<file path="src/rtl/spike_encoder_pkg.sv">
// Shared types and default sizing for the rate-coding spike encoder.
package spike_encoder_pkg;

  typedef enum logic [1:0] {
    IDLE = 2'd0,
    RUN  = 2'd1,
    DONE = 2'd2
  } state_e;

  localparam int DEF_N_CH    = 8;
  localparam int DEF_W       = 8;
  localparam int DEF_WIN_LEN = 256;

  // Window counter width; a one-cycle window still needs one bit.
  function automatic int cnt_width(input int win_len);
    return (win_len > 1) ? $clog2(win_len) : 1;
  endfunction

endpackage

</file>
<file path="src/rtl/spike_encoder_if.sv">
// Control, intensity-load and spike-output bundle between controller and encoder.
interface spike_encoder_if #(
  parameter int N_CH = 8,
  parameter int W    = 8
) ();
  localparam int CH_W = (N_CH > 1) ? $clog2(N_CH) : 1;

  logic            load_valid;
  logic [CH_W-1:0] load_ch;
  logic [W-1:0]    load_value;
  logic            load_ready;
  logic            start;
  logic            abort;
  logic            learn_en;
  logic            learn;
  logic [N_CH-1:0] spikes;
  logic            busy;
  logic            done;

  modport master (
    output load_valid, load_ch, load_value, start, abort, learn_en,
    input  load_ready, learn, spikes, busy, done
  );

  modport slave (
    input  load_valid, load_ch, load_value, start, abort, learn_en,
    output load_ready, learn, spikes, busy, done
  );
endinterface

</file>
<file path="src/rtl/spike_encoder_rate_channel.sv">
// One rate-coded channel: intensity register plus phase accumulator whose carry
// is the registered spike, so intensity k yields k spikes per 2^W steps.
module rate_channel #(
  parameter int W = 8
) (
  input  logic         clk_i,
  input  logic         reset_i,
  input  logic         wr_en_i,
  input  logic [W-1:0] wr_data_i,
  input  logic         clear_i,
  input  logic         step_i,
  output logic         spike_o
);
  logic [W-1:0] int_q;
  logic [W-1:0] acc_q;
  logic         spike_q;
  logic [W:0]   sum_d;

  assign sum_d   = {1'b0, acc_q} + {1'b0, int_q};
  assign spike_o = spike_q;

  always_ff @(posedge clk_i or posedge reset_i) begin
    if (reset_i) begin
      int_q   <= '0;
      acc_q   <= '0;
      spike_q <= 1'b0;
    end else begin
      if (wr_en_i) begin
        int_q <= wr_data_i;
      end
      if (clear_i) begin
        acc_q <= '0;
      end else if (step_i) begin
        acc_q <= sum_d[W-1:0];
      end
      // Any non-stepping cycle (IDLE, DONE, abort) drops the spike line.
      spike_q <= step_i & sum_d[W];
    end
  end
endmodule

</file>
<file path="src/rtl/spike_encoder.sv">
// Window FSM and counter driving N_CH rate channels; spikes lag the RUN cycle
// that produced them by one cycle, so the last one lands in the DONE cycle.
module spike_encoder
  import spike_encoder_pkg::*;
#(
  parameter int N_CH    = DEF_N_CH,
  parameter int W       = DEF_W,
  parameter int WIN_LEN = DEF_WIN_LEN
) (
  input  logic           clk_i,
  input  logic           reset_i,
  spike_encoder_if.slave enc_if
);
  localparam int CNT_W = cnt_width(WIN_LEN);

  state_e          state_q, state_d;
  logic [CNT_W-1:0] cnt_q, cnt_d;
  logic            last_cyc;
  logic            load_acc;
  logic            clear;
  logic            step;
  logic            ready_o, busy_o, done_o, learn_o;
  logic [N_CH-1:0] wr_en;
  logic [N_CH-1:0] spikes_o;

  assign last_cyc = (cnt_q == CNT_W'(WIN_LEN - 1));

  always_ff @(posedge clk_i or posedge reset_i) begin
    if (reset_i) begin
      state_q <= IDLE;
      cnt_q   <= '0;
    end else begin
      state_q <= state_d;
      cnt_q   <= cnt_d;
    end
  end

  // Abort is checked before the window end so it always wins.
  always_comb begin
    state_d = state_q;
    cnt_d   = cnt_q;
    case (state_q)
      IDLE: begin
        if (enc_if.start) begin
          state_d = RUN;
          cnt_d   = '0;
        end
      end
      RUN: begin
        if (enc_if.abort) begin
          state_d = IDLE;
        end else if (last_cyc) begin
          state_d = DONE;
        end else begin
          cnt_d = cnt_q + CNT_W'(1);
        end
      end
      DONE:    state_d = IDLE;
      default: state_d = IDLE;
    endcase
  end

  always_comb begin
    ready_o  = (state_q == IDLE);
    busy_o   = (state_q == RUN) || (state_q == DONE);
    done_o   = (state_q == DONE);
    learn_o  = enc_if.learn_en && (state_q == RUN);
    load_acc = enc_if.load_valid && ready_o;
    clear    = ((state_q == IDLE) && enc_if.start) || ((state_q == RUN) && enc_if.abort);
    step     = (state_q == RUN) && !enc_if.abort;
    for (int i = 0; i < N_CH; i++) begin
      wr_en[i] = load_acc && (int'(enc_if.load_ch) == i);
    end
  end

  for (genvar g = 0; g < N_CH; g++) begin : g_ch
    rate_channel #(.W(W)) u_ch (
      .clk_i     (clk_i),
      .reset_i   (reset_i),
      .wr_en_i   (wr_en[g]),
      .wr_data_i (enc_if.load_value),
      .clear_i   (clear),
      .step_i    (step),
      .spike_o   (spikes_o[g])
    );
  end

  assign enc_if.load_ready = ready_o;
  assign enc_if.busy       = busy_o;
  assign enc_if.done       = done_o;
  assign enc_if.learn      = learn_o;
  assign enc_if.spikes     = spikes_o;
endmodule

</file>
<file path="src/flat_wrapper.sv">
// flat-port wrapper written by rule: the top's interface ports become plain ports
module spike_encoder_flat import spike_encoder_pkg::*;
#(
  parameter int N_CH    = DEF_N_CH,
  parameter int W       = DEF_W,
  parameter int WIN_LEN = DEF_WIN_LEN
)
  (clk_i, reset_i, enc_if_load_valid, enc_if_load_ch, enc_if_load_value, enc_if_start, enc_if_abort, enc_if_learn_en, enc_if_load_ready, enc_if_learn, enc_if_spikes, enc_if_busy, enc_if_done);
  spike_encoder_if #(.N_CH(N_CH), .W(W)) enc_if_i ();
  input  logic clk_i;
  input  logic reset_i;
  input wire logic [$bits(enc_if_i.load_valid)-1:0] enc_if_load_valid;
  input wire logic [$bits(enc_if_i.load_ch)-1:0] enc_if_load_ch;
  input wire logic [$bits(enc_if_i.load_value)-1:0] enc_if_load_value;
  input wire logic [$bits(enc_if_i.start)-1:0] enc_if_start;
  input wire logic [$bits(enc_if_i.abort)-1:0] enc_if_abort;
  input wire logic [$bits(enc_if_i.learn_en)-1:0] enc_if_learn_en;
  output wire logic [$bits(enc_if_i.load_ready)-1:0] enc_if_load_ready;
  output wire logic [$bits(enc_if_i.learn)-1:0] enc_if_learn;
  output wire logic [$bits(enc_if_i.spikes)-1:0] enc_if_spikes;
  output wire logic [$bits(enc_if_i.busy)-1:0] enc_if_busy;
  output wire logic [$bits(enc_if_i.done)-1:0] enc_if_done;
  assign enc_if_i.load_valid = enc_if_load_valid;
  assign enc_if_i.load_ch = enc_if_load_ch;
  assign enc_if_i.load_value = enc_if_load_value;
  assign enc_if_i.start = enc_if_start;
  assign enc_if_i.abort = enc_if_abort;
  assign enc_if_i.learn_en = enc_if_learn_en;
  assign enc_if_load_ready = enc_if_i.load_ready;
  assign enc_if_learn = enc_if_i.learn;
  assign enc_if_spikes = enc_if_i.spikes;
  assign enc_if_busy = enc_if_i.busy;
  assign enc_if_done = enc_if_i.done;
  spike_encoder #(.N_CH(N_CH), .W(W), .WIN_LEN(WIN_LEN)) u_core (.clk_i(clk_i), .reset_i(reset_i), .enc_if(enc_if_i));
endmodule
</file>
<file path="config.mk">
export PLATFORM = sky130hd
export DESIGN_NAME = spike_encoder_flat
export DESIGN_NICKNAME = d
export VERILOG_FILES = /design/src/rtl/spike_encoder_pkg.sv /design/src/rtl/spike_encoder_if.sv /design/src/rtl/spike_encoder_rate_channel.sv /design/src/rtl/spike_encoder.sv /design/src/flat_wrapper.sv
export SDC_FILE = /design/constraint.sdc
export NUM_CORES = 1
export LEC_CHECK = 0
export ABC_CLOCK_PERIOD_IN_PS = 16700
export CAP_MARGIN = 5
export CORE_ASPECT_RATIO = 1.75
export CORE_MARGIN = 3
export CORE_UTILIZATION = 40
export CTS_BUF_LIST = sky130_fd_sc_hd__clkbuf_8
export CTS_CLUSTER_DIAMETER = 100
export CTS_CLUSTER_SIZE = 12
export DETAILED_ROUTE_END_ITERATION = 6
export GPL_ROUTABILITY_DRIVEN = 0
export GPL_TIMING_DRIVEN = 0
export PLACE_DENSITY = 0.66
export SLEW_MARGIN = 20
export SYNTH_ARGS = -nofsm -noshare
export SYNTH_HDL_FRONTEND = slang
export SYNTH_SLANG_ARGS = --single-unit
</file>
<file path="constraint.sdc">
create_clock -name clk_i -period 16.7 [get_ports clk_i]
set_clock_uncertainty 0.2 [all_clocks]
set_input_delay 5.01 -clock clk_i [delete_from_list [all_inputs] [get_ports clk_i]]
set_output_delay 5.01 -clock clk_i [all_outputs]
set_load 0.02 [all_outputs]
</file>
==> metrics.txt <==
full die area 23760 sq um; distinct cell type count after synthesis 58; worst min path class register to register; final setup fails 0; H-tree Lvls 4; FILL cells 2118; HP Start u_core.g_ch[1].u_ch.acc_q[4]$_DFFE_PP0P_; Final Hold Fails 0; hold worst-path end u_core.g_ch[1].u_ch.acc_q[4]$_DFFE_PP0P_; Post-DRT Antenna Nets 0; Post-synth EDFFs 0; first-pass GRT wire length 36.73 mm; Ports 29; via count 6627; RSZ-0062 raised after global routing no; CP Launch Type primary input; DR DRC count 0; pre-CTS WS 5320 ps; row count 71; flops & latches, synth 146; slowest CP cell clkdlybuf4s50_1; Port Buffers 28; clk root buf clkbuf_8; CTS Sinks 146; Reg area 3654 sq um; critical path arrival ~6200 ps; largest net degree at the start of global routing 103; CP Max Fanout 1; gr usage total 19.59%; Routed WL 22.51 mm; FF-to-FF setup slack approximately 14000 ps; Area Overhead vs Synth 12.11%; Synthesized Nets 889; Pre-antenna DRT Iters 5; Syn Inst Count 795; CP peak stage delay approximately 600 ps; share of cells above drive strength 1 between 10% and 20%; Post-DP HPWL 15.50 mm; Via density 5.773; die width around 120 um; post-CTS setup repair buffer count 0; hold buffer count at CTS 0; Yosys Warn Count 0; GR Overflow Total 0; CP Class primary input to output pin; Leak 0.004428 uW; cts bufs inserted 17; latest clock arrival within the worst-skew pair 470 ps; synthesized area per cell 11.01 sq um; post_cts resized 0; ANT cells 0; CP endpoint kind output pin; Iter 0 DRT Violations 290; IR drop worst, VDD approximately 0.00009 V; Multi-input gate area just under 5000 sq um; f_max 0.08789 GHz; cell with the most instances on the worst path clkdlybuf4s50_1; cell area after synthesis 8753 sq um; Initial Util around two fifths; FF-to-FF End u_core.g_ch[5].u_ch.spike_o$_DFF_PP0_; WP data required 11490 ps; ys flop type dfrtp_1; setup TNS 0 ps; Tcrit/Tclk final 68.13%; FFs w/ async S/R, synth between 90% and 100%; final setup margin between 5000 and 6000 ps; Final Slew Violations 0; Clock Path Buffers 2; sequential area share after synthesis 41.74%; clk slew on worst S/H paths 90 ps; critical path cell sequence clkdlybuf4s50_1 -> and2_1 -> clkdlybuf4s50_1; Core ar. 21500 sq um; Routed wire per std cell 19.60 um; Die Ht between 200 and 250 um; TritonCTS clock tree yes; Max Cap Viol 0; PwrDens 173.8 nW/um^2; worst-margin pin slew 757.0 ps; outcome complete, no violations; number of nets in the layout 937; startpoint of the worst-slack reg-to-reg timing path u_core.state_q[1]$_DFFE_PP0P_; worst rel slew slack 49.53%; post-layout min period 11380 ps; vias in the first global route 6864; initial antenna violation count 0; depth of the most critical reg-to-reg path 7; hold path depth 2
[cells in the mapped netlist (3+ instances only)]
| cell type | instances | area (sq um) |
|---|---|---|
| a21o_1 | 22 | 165.2 |
| o21a_1 | 9 | 67.56 |
| nor2b_1 | 18 | 112.6 |
| xor2_1 | 5 | 43.79 |
| nand2b_1 | 20 | 125.1 |
| buf_4 | 9 | 67.56 |
| a222oi_1 | 8 | 80.08 |
| or4b_1 | 7 | 70.07 |
| ha_1 | 69 | 863.3 |
| dfrtp_1 | 146 | 3654 |
| a221oi_1 | 16 | 140.1 |
| a22o_1 | 17 | 148.9 |
| inv_1 | 11 | 41.29 |
| mux2_2 | 65 | 732.0 |
| a211oi_1 | 27 | 202.7 |
| nor2_2 | 8 | 50.05 |
| fa_1 | 8 | 160.2 |
| o21ai_0 | 64 | 320.3 |
| mux2i_1 | 14 | 140.1 |
| a221o_1 | 3 | 30.03 |
| buf_2 | 16 | 80.08 |
| nor3b_1 | 10 | 75.07 |
| xnor2_1 | 8 | 70.07 |
| nor2_1 | 30 | 112.6 |
| a21oi_1 | 16 | 80.08 |
| or2_2 | 7 | 43.79 |
| clkbuf_1 | 6 | 22.52 |
| nor3_1 | 13 | 65.06 |
| o21bai_1 | 5 | 37.54 |
| nand3_1 | 17 | 85.08 |
| and4_1 | 10 | 87.58 |
| buf_6 | 4 | 45.04 |
| o31ai_1 | 18 | 135.1 |
| nand2_1 | 32 | 120.1 |
| nor4b_1 | 27 | 236.5 |
[cells in the final DEF (no fill, tap or decap), drive strengths merged, types with 10 or more instances in the layout]
master,count
a221oi,16
nand2,33
nand3,17
a22o,17
nor2b,18
o31ai,18
nand2b,20
buf,30
nor4b,27
mux2i,14
ha,69
a21o,23
and4,11
mux2,65
o21ai,65
clkdlybuf4s50,28
clkbuf,24
nor3b,10
a211oi,27
nor2,38
a21oi,17
inv,15
dfrtp,146
nor3,13
[per-layer routing]
metal | part of all wire, % | GRT usage (%)
met1 | 41 | 22.68
met2 | 53 | 35.67
met3 | 3.0 | 2.897
met4 | 3.2 | 8.512
met5 | 0 | 0
[kinds of logic (layout without fill, tap and decap cells)]
| logic type | Yosys count | after routing | share of synthesized area, % |
|---|---|---|---|
| buffers and inverters | 46 | 107 | 2.930 |
| muxes | 79 | 79 | 9.963 |
| and+or+nand+nor | 218 | 218 | 15.15 |
| adders and majority gates | 77 | 77 | 11.69 |
| xor gates and xnor gates | 13 | 13 | 1.301 |
| AOI/OAI and AO/OA | 216 | 216 | 17.22 |
| DFF | 146 | 146 | 41.74 |
[layout make-up]
| class | instances | share of cell area, % |
|---|---|---|
| buffer | 35 | 2.193 |
| clock buffer | 18 | 2.525 |
| clock inverter | 14 | 1.339 |
| inverter | 11 | 0.4973 |
| multi-input combinational | 603 | 49.36 |
| sequential | 146 | 37.23 |
| tap | 292 | 3.723 |
| timing repair buffer | 29 | 3.137 |
[power by group]
part | leakage [uW] | total, uW | internal, uW | switching (uW)
Sequential | 0.00189 | 570 | 484 | 86.5
Combinational | 0.00234 | 861 | 384 | 477
Clock | 0.000194 | 274 | 124 | 151
Total | 0.00443 | 1710 | 992 | 714
[metrics by stage]
stage	utilization [%]	instance area [sq um]	std cells	total power, uW	hold WS, ps
CTS	45.65	9813	1148	1709	293.7
global route	45.65	9813	1148	1847	314.2
floorplan	-	8753	795	1205	252.6
global placement	43.72	9399	1115	1405	264.0
detailed placement	43.88	9434	1116	1429	274.0
finish	45.65	9813	1148	1706	289.8
[flip-flops by register name, summed over array words and instances, names as in the netlist]
name / cells
u_core.g_ch.u_ch.acc_q: 64
u_core.g_ch.u_ch.int_q: 64
u_core.state_q: 2
u_core.g_ch.u_ch.spike_o: 8
u_core.cnt_q: 8
[how the worst max path moves through the flow]
| stage | startpoint | to | slack (ps) | cells past startpoint |
|---|---|---|---|---|
| global placement | enc_if_learn_en | enc_if_learn | 5330 | 3 |
| global route | enc_if_learn_en | enc_if_learn | 5270 | 3 |
| CTS | enc_if_learn_en | enc_if_learn | 5310 | 3 |
| detailed placement | enc_if_learn_en | enc_if_learn | 5320 | 3 |
| floorplan | enc_if_learn_en | enc_if_learn | 6260 | 1 |
| finish | enc_if_learn_en | enc_if_learn | 5320 | 3 |
[critical path, delay by kind of cell]
family | cells | cell delay, ps
AND/OR/NAND/NOR | 1 | 120
buffers and inverters | 2 | 1050
(Power assumes the default switching activity.)
